[src/rtl/lsu_ctrl.sv]
// Load/store unit controller: accepts one memory op, runs a single outstanding
// access on the 64-bit data port, and returns extended load data or a store ack.
module lsu_ctrl #(
  parameter int ADDR_W  = 64,
  parameter int TIMEOUT = 255,
  parameter int TO_W    = 8
) (
  input  logic              clk,
  input  logic              rst_n,
  input  logic              req_valid,
  output logic              req_ready,
  input  logic              is_load,
  input  logic              mem_wen,
  input  logic [3:0]        wdt_op,
  input  logic              is_unsigned,
  input  logic [ADDR_W-1:0] addr,
  input  logic [63:0]       wdata,
  output logic              resp_valid,
  input  logic              resp_ready,
  output logic [63:0]       resp_rdata,
  output logic              resp_err,
  output logic              mem_req_valid,
  input  logic              mem_req_ready,
  output logic [ADDR_W-1:0] mem_addr,
  output logic              mem_we,
  output logic [7:0]        mem_wmask,
  output logic [63:0]       mem_wdata,
  input  logic              mem_rsp_valid,
  input  logic [63:0]       mem_rdata
);

  typedef enum logic [1:0] {S_IDLE, S_REQ, S_WAIT, S_RESP} state_e;

  state_e            state_q, state_d;
  logic [ADDR_W-1:0] addr_q, addr_d;
  logic              we_q, we_d;
  logic [7:0]        wmask_q, wmask_d;
  logic [63:0]       wdata_q, wdata_d;
  logic [2:0]        off_q, off_d;
  logic [3:0]        wdt_q, wdt_d;
  logic              uns_q, uns_d;
  logic [TO_W-1:0]   cnt_q, cnt_d;
  logic [63:0]       rdata_q, rdata_d;
  logic              err_q, err_d;

  logic [7:0]  byte_mask;
  logic [63:0] lane_mask;
  logic        misaligned;
  logic        illegal;
  logic [63:0] rd_shifted;
  logic [63:0] load_data;

  // NOTE: every combinational output gets a default first so no path can infer a latch.
  always_comb begin
    byte_mask  = 8'h00;
    misaligned = 1'b0;
    case (wdt_op)
      4'b0001: byte_mask = 8'h01;
      4'b0010: begin byte_mask = 8'h03; misaligned = addr[0];      end
      4'b0100: begin byte_mask = 8'h0F; misaligned = |addr[1:0];   end
      4'b1000: begin byte_mask = 8'hFF; misaligned = |addr[2:0];   end
      default: ;
    endcase
    lane_mask = '0;
    for (int i = 0; i < 8; i++) lane_mask[8*i +: 8] = {8{byte_mask[i]}};
    illegal = (is_load == mem_wen) || (wdt_op == 4'b0000) ||
              ((wdt_op & (wdt_op - 4'd1)) != 4'b0000);
  end

  always_comb begin
    rd_shifted = mem_rdata >> {off_q, 3'b000};
    load_data  = '0;
    case (wdt_q)
      4'b0001: load_data = uns_q ? {56'b0, rd_shifted[7:0]}  : {{56{rd_shifted[7]}},  rd_shifted[7:0]};
      4'b0010: load_data = uns_q ? {48'b0, rd_shifted[15:0]} : {{48{rd_shifted[15]}}, rd_shifted[15:0]};
      4'b0100: load_data = uns_q ? {32'b0, rd_shifted[31:0]} : {{32{rd_shifted[31]}}, rd_shifted[31:0]};
      4'b1000: load_data = rd_shifted;
      default: ;
    endcase
  end

  always_comb begin
    state_d = state_q;
    addr_d  = addr_q;
    we_d    = we_q;
    wmask_d = wmask_q;
    wdata_d = wdata_q;
    off_d   = off_q;
    wdt_d   = wdt_q;
    uns_d   = uns_q;
    cnt_d   = cnt_q;
    rdata_d = rdata_q;
    err_d   = err_q;
    case (state_q)
      S_IDLE: if (req_valid) begin
        addr_d  = {addr[ADDR_W-1:3], 3'b000};
        we_d    = mem_wen;
        wmask_d = mem_wen ? (byte_mask << addr[2:0]) : 8'h00;
        wdata_d = (wdata & lane_mask) << {addr[2:0], 3'b000};
        off_d   = addr[2:0];
        wdt_d   = wdt_op;
        uns_d   = is_unsigned;
        rdata_d = '0;
        err_d   = illegal || misaligned;
        state_d = (illegal || misaligned) ? S_RESP : S_REQ;
      end
      S_REQ: if (mem_req_ready) begin
        cnt_d   = '0;
        state_d = S_WAIT;
      end
      S_WAIT: begin
        // A response on the final counted cycle still beats the timeout.
        if (mem_rsp_valid) begin
          rdata_d = we_q ? 64'h0 : load_data;
          err_d   = 1'b0;
          state_d = S_RESP;
        end else if (cnt_q == TO_W'(TIMEOUT - 1)) begin
          rdata_d = '0;
          err_d   = 1'b1;
          state_d = S_RESP;
        end else begin
          cnt_d = cnt_q + TO_W'(1);
        end
      end
      S_RESP: if (resp_ready) state_d = S_IDLE;
      default: state_d = S_IDLE;
    endcase
  end

  // NOTE: state registers use non-blocking assignments so all flops update together.
  always_ff @(posedge clk or negedge rst_n) begin
    if (!rst_n) begin
      state_q <= S_IDLE;
      addr_q  <= '0;
      we_q    <= 1'b0;
      wmask_q <= '0;
      wdata_q <= '0;
      off_q   <= '0;
      wdt_q   <= '0;
      uns_q   <= 1'b0;
      cnt_q   <= '0;
      rdata_q <= '0;
      err_q   <= 1'b0;
    end else begin
      state_q <= state_d;
      addr_q  <= addr_d;
      we_q    <= we_d;
      wmask_q <= wmask_d;
      wdata_q <= wdata_d;
      off_q   <= off_d;
      wdt_q   <= wdt_d;
      uns_q   <= uns_d;
      cnt_q   <= cnt_d;
      rdata_q <= rdata_d;
      err_q   <= err_d;
    end
  end

  assign req_ready     = (state_q == S_IDLE);
  assign mem_req_valid = (state_q == S_REQ);
  assign resp_valid    = (state_q == S_RESP);
  assign mem_addr      = addr_q;
  assign mem_we        = we_q;
  assign mem_wmask     = wmask_q;
  assign mem_wdata     = wdata_q;
  assign resp_rdata    = rdata_q;
  assign resp_err      = err_q;

endmodule

[config.mk]
export PLATFORM = sky130hd
export DESIGN_NAME = lsu_ctrl
export DESIGN_NICKNAME = d
export VERILOG_FILES = /design/src/rtl/lsu_ctrl.sv
export SDC_FILE = /design/constraint.sdc
export NUM_CORES = 1
export LEC_CHECK = 0
export ABC_CLOCK_PERIOD_IN_PS = 3290
export BUFFER_PORTS_ARGS = -buffer_cell sky130_fd_sc_hd__buf_2
export CORE_MARGIN = 8
export CORE_UTILIZATION = 40
export DETAILED_ROUTE_END_ITERATION = 16
export PLACE_DENSITY = 0.72
export SLEW_MARGIN = 0
export SYNTH_ARGS = -nofsm -noshare
export SYNTH_HDL_FRONTEND = slang
export SYNTH_SLANG_ARGS = --single-unit
[constraint.sdc]
create_clock -name clk -period 3.29 [get_ports clk]
set_clock_uncertainty 0.15 [all_clocks]
set_input_delay 0.658 -clock clk [delete_from_list [all_inputs] [get_ports clk]]
set_output_delay 0.658 -clock clk [all_outputs]
set_load 0.02 [all_outputs]
==> results.py <==
metrics = {
    "timing": {
        "slew_violations": 0,
        "hold_viol_final": 0,
        "tns_ns": 0,
        "setup_viol": 0,
        "worst_pin_slew_ns": 1.18,
        "period_share_pct": 85.0,
        "rsz0062_at_grt": "false",
        "maxSlewHeadroom_pct": 20.8,
        "fmax_mhz": 358,
        "min_period_ns": 2.80,
    },
    "clock_network": {
        "tritoncts": "yes",
        "cts_num_sinks": 217,
        "postCtsHoldBufs": 1,
        "path_clk_slew_ns": 0.06,
        "ctsResizeCount": 0,
        "clock-root-buffer": "clkbuf_16",
        "post_cts_buffers": 0,
        "cts_buffers": 26,
        "insertion_delay_ns": 0.55,
        "cts.path.max_buffers": 3,
        "htreeDepth": 1,
    },
    "critical_path": {
        "worstPathMaxFanout": 15,
        "cp.arrival_ns": 3.13,
        "crit_required_ns": 3.62,
        "crit_path_end_kind": "flop",
        "start_kind": "flop",
        "critPathKind": "reg2reg",
    },
    "pwr": {
        "p_sw_w": 0.00573,
        "p_comb_share_pct": 45.2,
        "irDropWorstVdd_v": 0.000593,
        "powerDensity_mw_per_mm2": 858,
        "seqPwrFrac_pct": 31.9,
        "finalPower_w": 0.0132,
        "power.internal_w": 0.00752,
        "switching_share_pct": 43.2,
        "p_leak_nw": 8.07,
        "clkPwrFrac_pct": 23.0,
    },
    "routing": {
        "drtPass1Iterations": 5,
        "viasPerCell": 5.97,
        "num_vias": 12158,
        "routedWlPerCell_um": 23.7,
        "final_antenna_net_count": 0,
        "drc": 0,
        "totalWireLength_um": 48300,
        "drtIter0Drc": 1244,
    },
    "die": {
        "die_w_um": 190,
        "core_area_mm2": 0.0296,
        "dieHeight_um": 190,
        "dieArea_mm2": 0.0360,
        "io_pins": 410,
        "start_util_pct": 40.7,
        "placementRows": 63,
    },
    "status": {
        "status": "finished, final reports clean",
    },
    "run": {
        "maxCapViolCount": 0,
    },
    "finish": {
        "fillers": 2769,
        "area_growth_pct": 28.0,
        "layout-drive-gt1-share_pct": 34.3,
        "nNetsFinal": 1835,
    },
    "synthesis": {
        "synth_area_per_cell_um2": 9.64,
        "synth_top_area_cell": "dfrtp_1",
        "synth_edf_count": 0,
        "ys_types": 72,
        "synthCells": 1251,
        "yosys_most_used_dff": "dfrtp_1",
        "yosysTopAreaCellShare_pct": 45.0,
        "netlist_area_mm2": 0.0121,
        "yosysMostFrequentCell": "nand2_1",
        "synth_common_cells": "nand2_1 (301), dfrtp_1 (217), nor2_1 (60)",
        "ys_seq_area_share_pct": 45.0,
        "synth-async-reset-ratio_pct": 100,
        "yosys-top-cells-area": "dfrtp_1 (45%), nand2_1 (9.4%), mux4_2 (3.9%)",
        "ys.warnings.count": 0,
        "synth_seq_cells": 217,
    },
    "worst_hold_path": {
        "min_path_type": "in2reg",
    },
    "global_routing": {
        "grt_max_degree": 84,
        "grt_pass1_vias": 12249,
        "grt_pass1_wl_um": 72800,
        "grt.overflow.total": 0,
        "antenna_found_initial": 5,
        "grt_usage_pct": 25.6,
    },
    "place": {
        "io_buffers": 406,
        "dpl.hpwl_um": 36200,
        "place_congestion": 1.00,
    },
}
-- power groups by stage --
stage | combinational, W | sequential, W | clock, W
floorplan | 0.00307 | 0.00498 | 0
global placement | 0.00589 | 0.00420 | 0
detailed placement | 0.00599 | 0.00421 | 0
CTS | 0.00601 | 0.00420 | 0.00307
global route | 0.00644 | 0.00433 | 0.00319
finish | 0.00598 | 0.00422 | 0.00304
-- worst paths after layout --
path                                     startpoint                  endpoint  slack, ns  cells after the start
setup / recovery             state_q[0]$_DFFE_PN0P_  mem_wdata[2]$_DFFE_PN0P_       0.49                      6
hold / removal                             addr[14]  mem_addr[14]$_DFFE_PN0P_       0.14                      3
setup reg to reg             state_q[0]$_DFFE_PN0P_  mem_wdata[2]$_DFFE_PN0P_       0.49                      6
hold reg to reg            mem_addr[50]$_DFFE_PN0P_  mem_addr[50]$_DFFE_PN0P_       0.32                      2
max in group asynchronous                     rst_n  mem_addr[51]$_DFFE_PN0P_       1.68                      3
min in group asynchronous                     rst_n  mem_addr[63]$_DFFE_PN0P_       0.52                      2
-- cell families (layout without fill, tap and decap cells) --
| logic type | Yosys count | in the layout | share of synthesized area [%] |
|---|---|---|---|
| fa+ha+maj | 6 | 6 | 0.622 |
| flops | 217 | 217 | 45.0 |
| mux | 98 | 98 | 10.7 |
| simple gates | 477 | 477 | 18.0 |
| other cells | 1 | 9 | 0.0311 |
| buf+inv | 125 | 514 | 4.61 |
| xor+xnor | 4 | 4 | 0.290 |
| compound gates | 323 | 323 | 20.7 |
-- registers in the layout, indices dropped and copies added (netlist names), 2 cells and up --
signal / count
off_q: 3
resp_rdata: 64
wdt_q: 4
mem_wdata: 64
state_q: 2
cnt_q: 8
mem_wmask: 8
mem_addr: 61
-- critical path: stages, from the launching register on --
cell     delay, ns
dfrtp_1       0.41
inv_1         0.10
ha_1          0.39
and2_2        0.45
nand2_1       0.37
nor4_4        0.63
a22o_1        0.24
-- through the flow --
| stage | util (%) | instances | cell area [µm²] | hold WS [ns] | setup WS [ns] |
|---|---|---|---|---|---|
| 5_1_grt | 52.1 | 2035 | 15400 | 0.144 | 0.310 |
| 2_1_floorplan | - | 1253 | 12100 | 0.212 | 0.846 |
| 6_report | 52.1 | 2038 | 15400 | 0.142 | 0.494 |
| 4_1_cts | 52.0 | 2032 | 15400 | 0.122 | 0.493 |
| 3_3_place_gp | 49.0 | 1985 | 14500 | 0.303 | 0.414 |
| 3_5_place_dp | 49.0 | 1985 | 14500 | 0.307 | 0.306 |
-- final cells by class --
class | count | area, µm² | area share [%]
Antenna cell | 6 | 15.0 | 0.0973
Clock buffer | 35 | 714 | 4.63
Clock inverter | 11 | 176 | 1.14
Inverter | 21 | 78.8 | 0.511
Multi-Input combinational cell | 911 | 6130 | 39.7
Sequential cell | 217 | 5430 | 35.2
Tap cell | 390 | 488 | 3.16
Timing Repair Buffer | 447 | 2400 | 15.6
-- routing by layer --
layer | track usage, % | up-vias | share of wire (%)
met5 | 0 | - | 0.056
met4 | 10.7 | 4 | 4.0
met3 | 7.34 | 118 | 12
met2 | 41.0 | 833 | 46
met1 | 32.1 | 5857 | 38
li1 | - | 5346 | -
-- cell usage in the layout, fill, tap and decap left out, types with 6 or more instances in the layout --
cell / n
a31oi_1: 17
mux2i_1: 43
o22ai_1: 9
a32oi_1: 18
and2_1: 18
buf_4: 36
a211o_1: 7
o211ai_1: 16
nand2_1: 300
a32o_1: 10
and3_1: 9
and3b_1: 8
mux2_2: 31
nor3_1: 7
nor2b_1: 9
buf_2: 405
nor2_1: 60
mux4_2: 21
a211oi_1: 23
a22oi_1: 8
nor3_2: 6
a22o_1: 33
clkbuf_16: 26
o31ai_1: 6
clkbuf_1: 6
nand2b_1: 11
a2bb2oi_1: 13
diode_2: 6
ha_1: 6
a21oi_1: 17
a221o_1: 40
nand3_1: 8
o21ba_2: 6
dfrtp_1: 215
a221oi_1: 21
o21ai_0: 55
inv_1: 21
Power figures use the tool's default switching activity.
